**config.mk**
```make
export PLATFORM = sky130hd
export DESIGN_NAME = ram_arbiter
export DESIGN_NICKNAME = d
export VERILOG_FILES = /design/src/rtl/ram_arb_pkg.sv /design/src/rtl/ram_arb_prio.sv /design/src/rtl/ram_arbiter.sv
export SDC_FILE = /design/constraint.sdc
export NUM_CORES = 1
export LEC_CHECK = 0
export ABC_AREA = 1
export CAP_MARGIN = 5
export CORE_AREA = 4 4 224 226
export CTS_BUF_LIST = sky130_fd_sc_hd__clkbuf_4
export DETAILED_ROUTE_END_ITERATION = 8
export DIE_AREA = 0 0 228 230
export DONT_BUFFER_PORTS = 1
export GPL_TIMING_DRIVEN = 1
export PLACE_DENSITY = 0.45
export SLEW_MARGIN = 15
export SYNTH_ARGS = -nofsm -noshare
export SYNTH_HDL_FRONTEND = slang
export SYNTH_HIERARCHICAL = 1
export SYNTH_SLANG_ARGS = --single-unit
```
**constraint.sdc**
```tcl
create_clock -name clk -period 3.55 [get_ports clk]
set_input_delay 0.355 -clock clk [delete_from_list [all_inputs] [get_ports clk]]
set_output_delay 0.355 -clock clk [all_outputs]
set_load 0.02 [all_outputs]
```
**src/rtl/ram_arb_pkg.sv**
```systemverilog
// Shared types and constants for the RAM arbiter.
package ram_arb_pkg;

    typedef enum logic [2:0] {
        S_IDLE,
        S_RD,
        S_WR,
        S_WR_WAIT,
        S_RESP
    } state_e;

    typedef enum logic {
        OWN_IF  = 1'b0,
        OWN_LSU = 1'b1
    } owner_e;

    localparam int WR_TIMEOUT_DEF = 15;
    localparam int CNT_W          = 4;

endpackage

```
**src/rtl/ram_arb_prio.sv**
```systemverilog
// Grant selection between fetch and LSU requesters.
// Fixed LSU priority by default; round-robin on ties when RAM_ARB_RR_EN is defined.
module ram_arb_prio
    import ram_arb_pkg::*;
(
    input  logic   if_valid_i,
    input  logic   lsu_valid_i,
    input  logic   idle_i,
    input  owner_e last_grant_i,
    output logic   gnt_if_o,
    output logic   gnt_lsu_o
);

    logic lsu_wins;

`ifdef RAM_ARB_RR_EN
    // On a tie the requester that was not granted last time wins.
    assign lsu_wins = lsu_valid_i & (~if_valid_i | (last_grant_i == OWN_IF));
`else
    logic unused_last;
    assign unused_last = last_grant_i;
    assign lsu_wins    = lsu_valid_i;
`endif

    assign gnt_lsu_o = idle_i & lsu_wins;
    assign gnt_if_o  = idle_i & if_valid_i & ~lsu_wins;

endmodule

```
**src/rtl/ram_arbiter.sv**
```systemverilog
// Two-port (fetch / LSU) arbiter onto a single RAM with write-completion timeout.
// Define RAM_ARB_RR_EN for round-robin tie breaking instead of fixed LSU priority.
module ram_arbiter
    import ram_arb_pkg::*;
#(
    parameter int ADDR_W     = 32,
    parameter int DATA_W     = 64,
    parameter int WR_TIMEOUT = WR_TIMEOUT_DEF
) (
    input  logic              clk,
    input  logic              rst,

    input  logic              if_req_valid_i,
    output logic              if_req_ready_o,
    input  logic [ADDR_W-1:0] if_addr_i,
    input  logic              if_flush_i,
    output logic              if_resp_valid_o,
    output logic [DATA_W-1:0] if_rdata_o,

    input  logic              lsu_req_valid_i,
    output logic              lsu_req_ready_o,
    input  logic              lsu_we_i,
    input  logic [ADDR_W-1:0] lsu_addr_i,
    input  logic [DATA_W-1:0] lsu_wdata_i,
    input  logic [DATA_W-1:0] lsu_wmask_i,
    output logic              lsu_resp_valid_o,
    output logic              lsu_resp_err_o,
    output logic [DATA_W-1:0] lsu_rdata_o,

    output logic              ram_ren_o,
    output logic              ram_wen_o,
    output logic [ADDR_W-1:0] ram_raddr_o,
    output logic [ADDR_W-1:0] ram_waddr_o,
    output logic [DATA_W-1:0] ram_wdata_o,
    output logic [DATA_W-1:0] ram_wmask_o,
    input  logic [DATA_W-1:0] ram_rdata_i,
    input  logic              ram_bvalid_i
);

    localparam logic [CNT_W-1:0] TIMEOUT_CNT = CNT_W'(WR_TIMEOUT);

    state_e             state_q, state_d;
    owner_e             owner_q;
    owner_e             last_grant;
    logic [ADDR_W-1:0]  addr_q;
    logic               we_q;
    logic [DATA_W-1:0]  wdata_q;
    logic [DATA_W-1:0]  wmask_q;
    logic [CNT_W-1:0]   cnt_q;
    logic               err_q;
    logic               flush_q;
    logic [DATA_W-1:0]  if_rdata_q;
    logic [DATA_W-1:0]  lsu_rdata_q;
    logic               gnt_if, gnt_lsu, accept, idle;
    logic               timed_out;

    // Readiness is held low while reset is asserted so every output is quiet.
    assign idle      = (state_q == S_IDLE) & rst;
    assign accept    = gnt_if | gnt_lsu;
    assign timed_out = ~ram_bvalid_i & (cnt_q == TIMEOUT_CNT);

    ram_arb_prio u_prio (
        .if_valid_i   (if_req_valid_i),
        .lsu_valid_i  (lsu_req_valid_i),
        .idle_i       (idle),
        .last_grant_i (last_grant),
        .gnt_if_o     (gnt_if),
        .gnt_lsu_o    (gnt_lsu)
    );

`ifdef RAM_ARB_RR_EN
    owner_e last_q;

    always_ff @(posedge clk) begin
        if (!rst)        last_q <= OWN_IF;
        else if (accept) last_q <= gnt_lsu ? OWN_LSU : OWN_IF;
    end

    assign last_grant = last_q;
`else
    assign last_grant = OWN_IF;
`endif

    // NOTE: sequential state uses non-blocking assignments so every register samples pre-edge values.
    always_ff @(posedge clk) begin
        if (!rst) state_q <= S_IDLE;
        else      state_q <= state_d;
    end

    // NOTE: the request payload registers are reset too; they are few and it keeps RAM-side outputs deterministic.
    always_ff @(posedge clk) begin
        if (!rst) begin
            owner_q     <= OWN_IF;
            addr_q      <= '0;
            we_q        <= 1'b0;
            wdata_q     <= '0;
            wmask_q     <= '0;
            cnt_q       <= '0;
            err_q       <= 1'b0;
            flush_q     <= 1'b0;
            if_rdata_q  <= '0;
            lsu_rdata_q <= '0;
        end else begin
            if (accept) begin
                owner_q <= gnt_lsu ? OWN_LSU : OWN_IF;
                addr_q  <= gnt_lsu ? lsu_addr_i : if_addr_i;
                we_q    <= gnt_lsu & lsu_we_i;
                wdata_q <= lsu_wdata_i;
                wmask_q <= lsu_wmask_i;
                err_q   <= 1'b0;
                flush_q <= gnt_if & if_flush_i;
            end else if (if_flush_i && owner_q == OWN_IF && state_q != S_IDLE) begin
                flush_q <= 1'b1;
            end

            if (state_q == S_RD) begin
                if (owner_q == OWN_IF) if_rdata_q  <= ram_rdata_i;
                else                   lsu_rdata_q <= ram_rdata_i;
            end

            if (state_q == S_WR) begin
                cnt_q <= '0;
            end else if (state_q == S_WR_WAIT && !ram_bvalid_i && !timed_out) begin
                cnt_q <= cnt_q + 1'b1;
            end

            if (state_q == S_WR_WAIT && timed_out) err_q <= 1'b1;
        end
    end

    // NOTE: combinational blocks assign a default first so no path leaves a signal unassigned (no latches).
    always_comb begin
        state_d = state_q;
        case (state_q)
            S_IDLE: begin
                if (gnt_lsu)     state_d = lsu_we_i ? S_WR : S_RD;
                else if (gnt_if) state_d = S_RD;
            end
            S_RD:      state_d = S_RESP;
            S_WR:      state_d = S_WR_WAIT;
            S_WR_WAIT: if (ram_bvalid_i || timed_out) state_d = S_RESP;
            S_RESP:    state_d = S_IDLE;
            default:   state_d = S_IDLE;
        endcase
    end

    always_comb begin
        ram_ren_o        = 1'b0;
        ram_wen_o        = 1'b0;
        ram_raddr_o      = '0;
        ram_waddr_o      = '0;
        ram_wdata_o      = '0;
        ram_wmask_o      = '0;
        if_resp_valid_o  = 1'b0;
        lsu_resp_valid_o = 1'b0;
        lsu_resp_err_o   = 1'b0;
        case (state_q)
            S_RD: begin
                ram_ren_o   = ~we_q;
                ram_raddr_o = addr_q;
            end
            S_WR: begin
                ram_wen_o   = we_q;
                ram_waddr_o = addr_q;
                ram_wdata_o = wdata_q;
                ram_wmask_o = wmask_q;
            end
            S_RESP: begin
                if (owner_q == OWN_IF) begin
                    // A flush in the response cycle itself still cancels the fetch.
                    if_resp_valid_o = ~flush_q & ~if_flush_i;
                end else begin
                    lsu_resp_valid_o = 1'b1;
                    lsu_resp_err_o   = err_q;
                end
            end
            default: ;
        endcase
    end

    assign if_req_ready_o  = gnt_if;
    assign lsu_req_ready_o = gnt_lsu;
    assign if_rdata_o      = if_rdata_q;
    assign lsu_rdata_o     = lsu_rdata_q;

endmodule
```
==> results of run 1 <==
## metal layers
layer | global-route usage, % | vias to the layer above
met1 | 17.0 | 5401
met2 | 26.6 | 516
met5 | 0 | -
met3 | 5.13 | 111
met4 | 8.52 | 0
li1 | - | 5772
## worst max path at each step
stage | start | end | depth (start not counted)
2_1_floorplan | rst | addr_q[4] | 10
3_3_place_gp | state_q[0] | addr_q[15] | 9
3_5_place_dp | state_q[0] | addr_q[1] | 9
4_1_cts | state_q[0] | addr_q[1] | 10
5_1_grt | state_q[0] | addr_q[29] | 10
6_report | state_q[0] | ram_wdata_o[49] | 4
## critical path: cells and delay by family (launching register included)
family / cells / cell delay (ps)
flops: 1 / 370
buf+inv: 1 / 430
simple gates: 3 / 1130
## registers in the layout, summed over array words and instances, names as in the netlist, 3 cells and up
register	cells
cnt_q	4
addr_q	32
wdata_q	64
state_q	3
lsu_rdata_o	64
wmask_q	64
if_rdata_o	64
## power by group through the flow
stage                     clock network (mW)  registers, mW  logic [mW]
after floorplan                            0           4.48        1.39
after global placement                     0           4.60        1.58
after detailed placement                   0           4.60        1.63
after CTS                               3.54           4.53        2.08
after global routing                    3.72           4.58        2.36
final                                   3.37           4.53        2.09
## through the flow
step                setup slack [ps]  hold slack [ps]  util [%]  area, sq um
CTS                              267             1.56      33.8        16300
global route                     194             89.9      33.8        16300
detailed placement               833              441      25.1        12100
finish                           452              141      33.8        16300
floorplan                       1540              430         -        11800
global placement                 960              438      25.1        12100
## layout make-up
class,count,area [sq um],share of cell area (%)
Tap cell,622,778,4.77
Clock inverter,23,205,1.26
Sequential cell,299,5990,36.7
Inverter,179,674,4.13
Antenna cell,2,5.00,0.0307
Multi-Input combinational cell,1031,4570,28.0
Timing Repair Buffer,315,3180,19.5
Clock buffer,124,931,5.70
## timing repair
item	4_1_cts	5_1_grt
gates resized for setup	0	2
hold buffers	302	0
setup endpoints to repair	0	15
endpoints found under the hold margin	299	0
setup buffers	0	0
## layout by cell type (no fill, tap or decap), drive strengths merged
master / instances
nor2: 462
dlygate4sd3: 301
dfxtp: 299
o21ai: 289
inv: 180
a21oi: 136
clkbuf: 124
nand2: 98
a31oi: 33
clkinv: 16
buf: 14
nand3: 8
bufinv: 4
diode: 2
clkinvlp: 2
nor4: 1
nand3b: 1
nor3: 1
nand4: 1
ha: 1
==> insert_results.sql, run 1 <==
INSERT INTO impl_metrics (metric_group, metric, value, unit) VALUES
('setup_path', 'reg2reg_depth', '10', ''),
('setup_path', 'reg_to_reg_startpoint', 'state_q[0]', ''),
('placement', 'port_buffers', '0', ''),
('floorplanning', 'boundaryPins', '590', ''),
('cts', 'cts.clk_slew.worst_paths', '60', 'ps'),
('cts', 'clock_tree.root_cell', 'sky130_fd_sc_hd__clkbuf_4', ''),
('setup_path', 'critPathMaxFanout', '52', ''),
('cts', 'clock_sink_count', '299', ''),
('final_layout', 'layout_cell_share_with_drive_strength_beyond_1', '7.97', '%'),
('power', 'pwr-share-seq', '45.3', '%'),
('timing', 'finalSetupViolCount', '0', ''),
('final_layout', 'non_filler_cells_final', '2595', ''),
('yosys', 'yosys_warning_total', '6', ''),
('timing', 'final-hold-violation-count', '0', ''),
('setup_path', 'worstPathRequired', '3190', 'ps'),
('min_path', 'hold_path.startpoint', 'lsu_req_valid_i', ''),
('route', 'drc', '0', ''),
('setup_path', 'timing.critical_path.from_type', 'flop', ''),
('job', 'maxCapViolCount', '0', ''),
('timing', 'total_negative_setup_slacks', '0', 'ps'),
('global_routing', 'grt_antenna_before_repair', '2', ''),
('floorplanning', 'floorplan.die_area', '52400', 'sq um'),
('placement', 'number_of_placed_instances_taps_included', '2144', ''),
('yosys', 'syn_avg_cell_area', '7.27', 'sq um'),
('cts', 'cts_tree', 'yes', ''),
('power', 'internal_power_component', '6.57', 'mW'),
('route', 'routedWlPerCell', '16.5', 'um'),
('timing', 'rsz0062_at_grt', 'no', ''),
('floorplanning', 'die_x', '228', 'um'),
('timing', 'worst_pin_slew', '1140', 'ps'),
('setup_path', 'reg2reg_setup_slack', '500', 'ps'),
('floorplanning', 'placeable_core_area', '48300', 'sq um'),
('cts', 'clk_path_buf_depth', '3', ''),
('power', 'total_power', '9.99', 'mW'),
('final_layout', 'final.fill_count', '5119', ''),
('min_path', 'worst_min_delay_path_category', 'in2reg', ''),
('outcome', 'outcome', 'finished, final reports clean', ''),
('global_routing', 'grt_max_degree', '258', ''),
('route', 'ant_nets', '0', ''),
('cts', 'cts-buffers-inserted', '85', ''),
('route', 'met2WireLength', '21100', 'um'),
('floorplanning', 'placement_rows', '81', ''),
('cts', 'clock_tree.htree_level_count', '3', ''),
('min_path', 'worstHoldEndpoint', 'wmask_q[4]', ''),
('setup_path', 'critical_path.reg2reg.endpoint', 'addr_q[29]', ''),
('placement', 'detailed_placement_wirelength_estimate', '27000', 'um'),
('final_layout', 'final_nets', '2175', ''),
('global_routing', 'globalRoute.totalOverflow', '0', ''),
('timing', 'final_worst_path_period_share', '87.3', '%'),
('power', 'total_leakage_power', '6.71', 'nW'),
('final_layout', 'areaGrowthSynthToFinish', '37.9', '%'),
('timing', 'worst_case_headroom_to_the_max_slew_limit', '23.8', '%'),
('setup_path', 'critical_path.endpoint_type', 'output port', ''),
('route', 'detailedRoute.firstPassIterationCount', '5', ''),
('min_path', 'min_delay_path_depth', '4', ''),
('floorplanning', 'initial_utilization', '24.5', '%'),
('power', 'p_comb_share', '20.9', '%'),
('yosys', 'synth_cells', '1629', ''),
('placement', 'gpl.final_weighted_congestion', '0.844', ''),
('route', 'wl', '42900', 'um'),
('route', 'routed_via_density', '4.55', ''),
('setup_path', 'timing.critical_path.arrival', '2740', 'ps'),
('setup_path', 'crit_path_cell_trace', 'nor2_2 -> nand2_4 -> buf_4 -> nor2_1', ''),
('timing', 'layout_min_cycle_time', '3100', 'ps'),
('global_routing', 'grt_util_all_layers', '15.5', '%'),
('route', 'met1_length', '16600', 'um'),
('yosys', 'syn-cell-area', '11800', 'sq um'),
('global_routing', 'vias_in_the_first_global_route', '11900', ''),
('floorplanning', 'dieHeight', '230', 'um'),
('timing', 'drv_slew', '0', ''),
('power', 'clock_power_share', '33.8', '%');
No activity file was read; power rests on OpenSTA's default activity.
==> inputs of run 2 (changes only) <==
--- a/config.mk
+++ b/config.mk
@@ -13,7 +13,7 @@
 export DIE_AREA = 0 0 228 230
 export DONT_BUFFER_PORTS = 1
 export GPL_TIMING_DRIVEN = 1
-export PLACE_DENSITY = 0.45
+export PLACE_DENSITY_LB_ADDON = 0.1
 export SLEW_MARGIN = 15
 export SYNTH_ARGS = -nofsm -noshare
 export SYNTH_HDL_FRONTEND = slang
==> run 2 against run 1 <==
Via count fell by 2.0%. Non-clock buffer count fell by 15. Highest routed layer unchanged. Fmax fell by 3.3%. Count of clock-buffer cells in the layout rose by 3. Total power fell by 1.4%. Sequential share of layout area rose by 0.50 points. Sequential power barely moved. First-iteration DRC count rose by 5.5%. Utilization fell by 0.46 points. Largest cell class unchanged. Critical endpoint is now addr_q[0]. Routed wire length rose by 6.8%.
==> insert_results.sql, run 2 (synthesis results as in run 1) <==
INSERT INTO impl_metrics (metric_group, metric, value, unit) VALUES
('cts', 'cts.clk_slew.worst_paths', '60', 'ps'),
('route', 'detailedRoute.firstIterationViolations', '594', ''),
('global_routing', 'globalRouteMet3Util', '5.62', '%'),
('timing', 'final-hold-violation-count', '0', ''),
('timing', 'rsz0062_at_grt', 'no', ''),
('setup_path', 'timing.critical_path.arrival', '3890', 'ps'),
('placement', 'preCtsSetupSlack', '999', 'ps'),
('floorplanning', 'initial_utilization', '24.5', '%'),
('setup_path', 'crit_path_start', 'state_q[0]', ''),
('timing', 'worst_pin_slew', '1260', 'ps'),
('setup_path', 'timing.critical_path.from_type', 'flop', ''),
('timing', 'worst_case_headroom_to_the_max_slew_limit', '15.9', '%'),
('floorplanning', 'placement_rows', '81', ''),
('timing', 'drv_slew', '0', ''),
('global_routing', 'grt_util_all_layers', '16.6', '%'),
('final_layout', 'top_library_cells_by_usage_in_the_layout_fill_and_taps_aside', 'sky130_fd_sc_hd__nor2_1, sky130_fd_sc_hd__dfxtp_1, sky130_fd_sc_hd__dlygate4sd3_1, sky130_fd_sc_hd__inv_1, sky130_fd_sc_hd__o21ai_0', ''),
('cts', 'ctsHoldBuffers', '287', ''),
('placement', 'number_of_placed_instances_taps_included', '2144', ''),
('timing', 'total_negative_setup_slacks', '0', 'ps'),
('global_routing', 'gr-usage-met1', '18.5', '%'),
('final_layout', 'layout.core_utilization', '33.3', '%'),
('placement', 'detailed_placement_wirelength_estimate', '29900', 'um'),
('route', 'wl', '45800', 'um'),
('floorplanning', 'boundaryPins', '590', ''),
('setup_path', 'critical_path.endpoint_type', 'flop', ''),
('global_routing', 'grt_max_degree', '273', ''),
('cts', 'clock_tree.root_cell', 'sky130_fd_sc_hd__clkbuf_4', ''),
('route', 'detailedRoute.firstPassIterationCount', '5', ''),
('setup_path', 'critPathMaxFanout', '33', ''),
('route', 'routedWlPerCell', '17.8', 'um'),
('outcome', 'outcome', 'finished, final reports clean', ''),
('floorplanning', 'die_x', '228', 'um'),
('global_routing', 'first_pass_grt_wire_length', '69400', 'um'),
('timing', 'finalClockSkew', '45.8', 'ps'),
('global_routing', 'gr-usage-met2', '28.7', '%'),
('cts', 'clkLatencyLatePin', '770', 'ps'),
('route', 'num_vias', '11600', ''),
('timing', 'fin_hold_ws', '208', 'ps'),
('cts', 'cts_tree', 'yes', ''),
('final_layout', 'non_filler_cells_final', '2578', ''),
('final_layout', 'areaGrowthSynthToFinish', '36.0', '%'),
('final_layout', 'layout_cell_share_with_drive_strength_beyond_1', '8.08', '%'),
('min_path', 'hold_path.startpoint', 'rst', ''),
('setup_path', 'setup.worst_path.class', 'reg2reg', ''),
('final_layout', 'finish.instance_area', '16100', 'sq um'),
('floorplanning', 'dieHeight', '230', 'um'),
('timing', 'layout_min_cycle_time', '3200', 'ps'),
('placement', 'port_buffers', '0', ''),
('cts', 'clk_path_buf_depth', '3', ''),
('final_layout', 'final.fill_count', '5299', ''),
('floorplanning', 'placeable_core_area', '48300', 'sq um'),
('route', 'ant_nets', '0', ''),
('timing', 'setup_ws', '346', 'ps'),
('min_path', 'worst_min_delay_path_category', 'in2reg', ''),
('timing', 'finalSetupViolCount', '0', ''),
('timing', 'achievable-frequency', '0.312', 'GHz'),
('placement', 'gpl.final_weighted_congestion', '0.814', ''),
('cts', 'cts-buffers-inserted', '89', ''),
('placement', 'place_area', '12100', 'sq um'),
('power', 'total_power', '9.85', 'mW'),
('cts', 'number_of_gates_resized_after_cts', '0', ''),
('setup_path', 'worstPathRequired', '4230', 'ps'),
('route', 'drc', '0', ''),
('power', 'power.density', '611', 'nW/um^2'),
('cts', 'clock_tree.htree_level_count', '3', ''),
('final_layout', 'final_nets', '2164', ''),
('route', 'routed_via_density', '4.48', ''),
('job', 'maxCapViolCount', '0', ''),
('power', 'total_leakage_power', '6.57', 'nW'),
('power', 'vdd.ir_drop.worst', '0.306', 'mV'),
('global_routing', 'globalRoute.totalOverflow', '0', ''),
('global_routing', 'vias_in_the_first_global_route', '11600', ''),
('setup_path', 'reg_to_reg_startpoint', 'state_q[0]', ''),
('global_routing', 'grt_antenna_before_repair', '1', ''),
('cts', 'clock_sink_count', '299', ''),
('timing', 'final_worst_path_period_share', '90.2', '%'),
('final_layout', 'layout.cells.most_common', 'sky130_fd_sc_hd__nor2_1', ''),
('floorplanning', 'floorplan.die_area', '52400', 'sq um'),
('global_routing', 'grt_busiest_layer', 'met2', ''),
('cts', 'post_cts.repair.setup_buffers', '0', '');
[run 2: final cells by class]
cell class | count | area [sq um] | share of cell area, %
Timing Repair Buffer | 300 | 3010 | 18.7
Clock buffer | 127 | 953 | 5.92
Inverter | 179 | 672 | 4.17
Antenna cell | 1 | 2.50 | 0.0155
Multi-Input combinational cell | 1031 | 4570 | 28.4
Clock inverter | 19 | 129 | 0.800
Tap cell | 622 | 778 | 4.83
Sequential cell | 299 | 5990 | 37.2
[run 2: where the power goes]
part | switching (mW) | internal (mW)
Clock | 1.49 | 1.76
Sequential | 0.610 | 3.92
Combinational | 1.33 | 0.723
[run 2: layer usage]
layer | up-vias | part of all wire (%) | wire length [um]
li1 | 5742 | - | -
met1 | 5314 | 39 | 18100
met2 | 427 | 50 | 23000
met3 | 79 | 7.2 | 3320
met4 | 0 | 3.0 | 1380
met5 | - | 0 | 0
[run 2: final timing paths]
path / endpoint / slack, ps / depth (start not counted)
setup / recovery: addr_q[0] / 350 / 11
setup reg to reg: addr_q[0] / 350 / 11
hold / removal: wdata_q[41] / 210 / 3
hold reg to reg: wmask_q[52] / 450 / 2
[run 2: worst max-delay path: stages (launching register included)]
cell and delay (ps):
sky130_fd_sc_hd__dfxtp_1 370, sky130_fd_sc_hd__nor2_2 230, sky130_fd_sc_hd__nand2_1 110, sky130_fd_sc_hd__nor2_1 150, sky130_fd_sc_hd__nand2_1 80, sky130_fd_sc_hd__nor2_2 420, sky130_fd_sc_hd__nor2_8 140, sky130_fd_sc_hd__inv_2 430
sky130_fd_sc_hd__buf_4 310, sky130_fd_sc_hd__o21ai_0 110, sky130_fd_sc_hd__a31oi_1 210, sky130_fd_sc_hd__dlygate4sd3_1 580
==> inputs of run 3 (changes only) <==
--- a/config.mk
+++ b/config.mk
@@ -7,10 +7,12 @@
 export LEC_CHECK = 0
 export ABC_AREA = 1
 export CAP_MARGIN = 5
-export CORE_AREA = 4 4 224 226
+export CELL_PAD_IN_SITES_DETAIL_PLACEMENT = 0
+export CELL_PAD_IN_SITES_GLOBAL_PLACEMENT = 2
+export CORE_AREA = 4 4 229 231
 export CTS_BUF_LIST = sky130_fd_sc_hd__clkbuf_4
 export DETAILED_ROUTE_END_ITERATION = 8
-export DIE_AREA = 0 0 228 230
+export DIE_AREA = 0 0 233 235
 export DONT_BUFFER_PORTS = 1
 export GPL_TIMING_DRIVEN = 1
 export PLACE_DENSITY_LB_ADDON = 0.1
==> run 3 against run 2 <==
Sequential cell count is the same. Utilization decreased by 0.87 points. Sequential share of layout area decreased by 0.32 points. Total power rose by 1.5%. Non-clock buffer count is 8 higher. Combinational power up 2%. Count of clock-buffer cells in the layout decreased by 5. Sequential power is essentially flat. Design area increased by 0.87%. Register-to-register slack improved by 90 ps. First-iteration DRC count decreased by 27%. Largest cell class unchanged.
==> insert_results.sql, run 3 (synthesis results as in run 1) <==
INSERT INTO impl_metrics (metric_group, metric, value, unit) VALUES
('global_routing', 'grt_max_degree', '277', ''),
('global_routing', 'first_pass_grt_wire_length', '73500', 'um'),
('final_layout', 'areaGrowthSynthToFinish', '37.2', '%'),
('setup_path', 'critical_path.endpoint_type', 'output port', ''),
('floorplanning', 'initial_utilization', '23.6', '%'),
('setup_path', 'worst_path_dominant_cell_family', 'simple AND/OR/NAND/NOR gates', ''),
('final_layout', 'layout.cells.most_common', 'sky130_fd_sc_hd__nor2_1', ''),
('power', 'vdd.ir_drop.worst', '0.232', 'mV'),
('setup_path', 'worstPathRequired', '3190', 'ps'),
('timing', 'achievable-frequency', '0.319', 'GHz'),
('timing', 'finalSetupViolCount', '0', ''),
('floorplanning', 'die_x', '233', 'um'),
('global_routing', 'grt_util_all_layers', '17.2', '%'),
('placement', 'gpl.final_weighted_congestion', '0.763', ''),
('placement', 'port_buffers', '0', ''),
('final_layout', 'seqCellArea', '5990', 'sq um'),
('floorplanning', 'boundaryPins', '590', ''),
('cts', 'clock_sink_count', '299', ''),
('floorplanning', 'placeable_core_area', '50100', 'sq um'),
('global_routing', 'grt_antenna_before_repair', '3', ''),
('setup_path', 'critPathMaxStageDelay', '460', 'ps'),
('power', 'total_leakage_power', '6.60', 'nW'),
('floorplanning', 'dieHeight', '235', 'um'),
('timing', 'worst_pin_slew', '1140', 'ps'),
('setup_path', 'setup.worst_path.class', 'reg2out', ''),
('outcome', 'outcome', 'finished, final reports clean', ''),
('final_layout', 'final.fill_count', '5565', ''),
('setup_path', 'timing.critical_path.from_type', 'flop', ''),
('final_layout', 'top_library_cells_by_usage_in_the_layout_fill_and_taps_aside', 'sky130_fd_sc_hd__nor2_1, sky130_fd_sc_hd__dfxtp_1, sky130_fd_sc_hd__dlygate4sd3_1, sky130_fd_sc_hd__inv_1, sky130_fd_sc_hd__o21ai_0', ''),
('timing', 'finalClockSkew', '25.2', 'ps'),
('route', 'drc', '0', ''),
('timing', 'final-hold-violation-count', '0', ''),
('global_routing', 'globalRoute.totalOverflow', '0', ''),
('global_routing', 'vias_in_the_first_global_route', '11800', ''),
('setup_path', 'wp_buf_inv', '1', ''),
('setup_path', 'critPathMaxFanout', '90', ''),
('route', 'routedWlPerCell', '18.9', 'um'),
('timing', 'total_negative_setup_slacks', '0', 'ps'),
('setup_path', 'timing.critical_path.arrival', '2780', 'ps'),
('route', 'detailedRoute.firstPassIterationCount', '4', ''),
('timing', 'drv_slew', '0', ''),
('route', 'routed_via_density', '4.42', ''),
('timing', 'rsz0062_at_grt', 'no', ''),
('placement', 'detailed_placement_wirelength_estimate', '33100', 'um'),
('cts', 'cts-buffers-inserted', '91', ''),
('cts', 'clock_tree.root_cell', 'sky130_fd_sc_hd__clkbuf_4', ''),
('route', 'num_vias', '11600', ''),
('cts', 'clk_path_buf_depth', '3', ''),
('floorplanning', 'floorplan.die_area', '54800', 'sq um'),
('cts', 'cts_tree', 'yes', ''),
('job', 'maxCapViolCount', '0', ''),
('cts', 'cts.clk_slew.worst_paths', '50', 'ps'),
('power', 'power.density', '615', 'nW/um^2'),
('timing', 'layout_min_cycle_time', '3140', 'ps'),
('min_path', 'worst_min_delay_path_category', 'in2reg', ''),
('setup_path', 'critical-path-slowest-cell', 'sky130_fd_sc_hd__nor2_1', ''),
('route', 'ant_nets', '0', ''),
('final_layout', 'area_taken_by_multi_input_logic_gates', '4580', 'sq um'),
('final_layout', 'layout_cell_share_with_drive_strength_beyond_1', '8.09', '%'),
('route', 'detailedRoute.firstIterationViolations', '434', ''),
('final_layout', 'layout.core_utilization', '32.4', '%'),
('cts', 'clkLatencyLatePin', '790', 'ps'),
('timing', 'final_worst_path_period_share', '88.4', '%'),
('floorplanning', 'placement_rows', '82', ''),
('timing', 'worst_case_headroom_to_the_max_slew_limit', '24.0', '%'),
('final_layout', 'final_nets', '2174', ''),
('cts', 'clock_tree.htree_level_count', '3', ''),
('setup_path', 'crit_path_cell_trace', 'nor2_2 -> nand2_8 -> buf_12 -> nor2_1', ''),
('route', 'wl', '49700', 'um');
## run 3: cell count changes in the layout (fill, tap and decap cells not counted), sizes merged, moves of 2 or more
| cell | change |
|---|---|
| clkbuf | -5 |
| bufinv | +2 |
| inv | -2 |
| clkinv | -3 |
| dlygate4sd3 | +2 |
| buf | +6 |
## run 3: per-stage QoR
| step | worst slack, ps | power, mW | cell area [sq um] | hold WS (ps) | cells |
|---|---|---|---|---|---|
| after global placement | 946 | 6.30 | 12200 | 438 | 2200 |
| after global routing | 125 | 10.7 | 16200 | 121 | 2628 |
| after floorplan | 1540 | 5.87 | 11800 | 430 | 1629 |
| final | 412 | 9.99 | 16200 | 158 | 2628 |
| after detailed placement | 866 | 6.33 | 12200 | 444 | 2200 |
| after CTS | 253 | 10.3 | 16200 | 7.63 | 2626 |
## run 3: final timing paths
check	startpoint	endpoint	slack [ps]	cells after the start
worst max-delay path	state_q[0]	ram_wmask_o[16]	410	4
worst min-delay path	lsu_req_valid_i	state_q[1]	160	5
worst max register to register	state_q[0]	addr_q[19]	440	11
worst min register to register	wmask_q[16]	wmask_q[16]	450	2
## run 3: worst register-to-register path, cell delays in order, from the launching register on
cell	delay (ps)
sky130_fd_sc_hd__dfxtp_1	360
sky130_fd_sc_hd__nor2_2	300
sky130_fd_sc_hd__nand2_1	150
sky130_fd_sc_hd__nor2_1	150
sky130_fd_sc_hd__nand2_1	110
sky130_fd_sc_hd__nor2_4	310
sky130_fd_sc_hd__nor2_8	130
sky130_fd_sc_hd__inv_2	60
sky130_fd_sc_hd__buf_4	480
sky130_fd_sc_hd__o21ai_0	220
sky130_fd_sc_hd__a31oi_1	200
sky130_fd_sc_hd__dlygate4sd3_1	560
## run 3: what timing repair did
action | 4_1_cts | 5_1_grt
resized for setup | 0 | 1
buffers inserted | 0 | 0
hold buffers | 289 | 0
hold endpoints to repair | 299 | 0
endpoints found under the setup margin | 0 | 19
## run 3: layer usage
metal  share of wire [%]  track usage [%]
met1                  39             19.0
met2                  49             29.7
met3                 9.4             7.05
met4                 2.4             6.32
met5               0.026                0
## run 3: area by class of cell
class / instances / share of cell area [%]
diodes: 2 / 0.0308
clock buffers: 122 / 5.64
clock inverters: 15 / 1.00
inverters: 179 / 4.14
multi-input cells: 1031 / 28.2
flip-flops and latches: 299 / 36.9
well taps: 672 / 5.18
repair buffers: 308 / 18.9
## run 3: power breakdown
| group | switching [mW] | leakage [nW] | total (mW) | internal (mW) |
|---|---|---|---|---|
| Combinational | 1.35 | 3.51 | 2.09 | 0.742 |
| Sequential | 0.629 | 2.45 | 4.55 | 3.92 |
| Clock | 1.51 | 0.637 | 3.35 | 1.84 |
| Total | 3.49 | 6.60 | 9.99 | 6.51 |
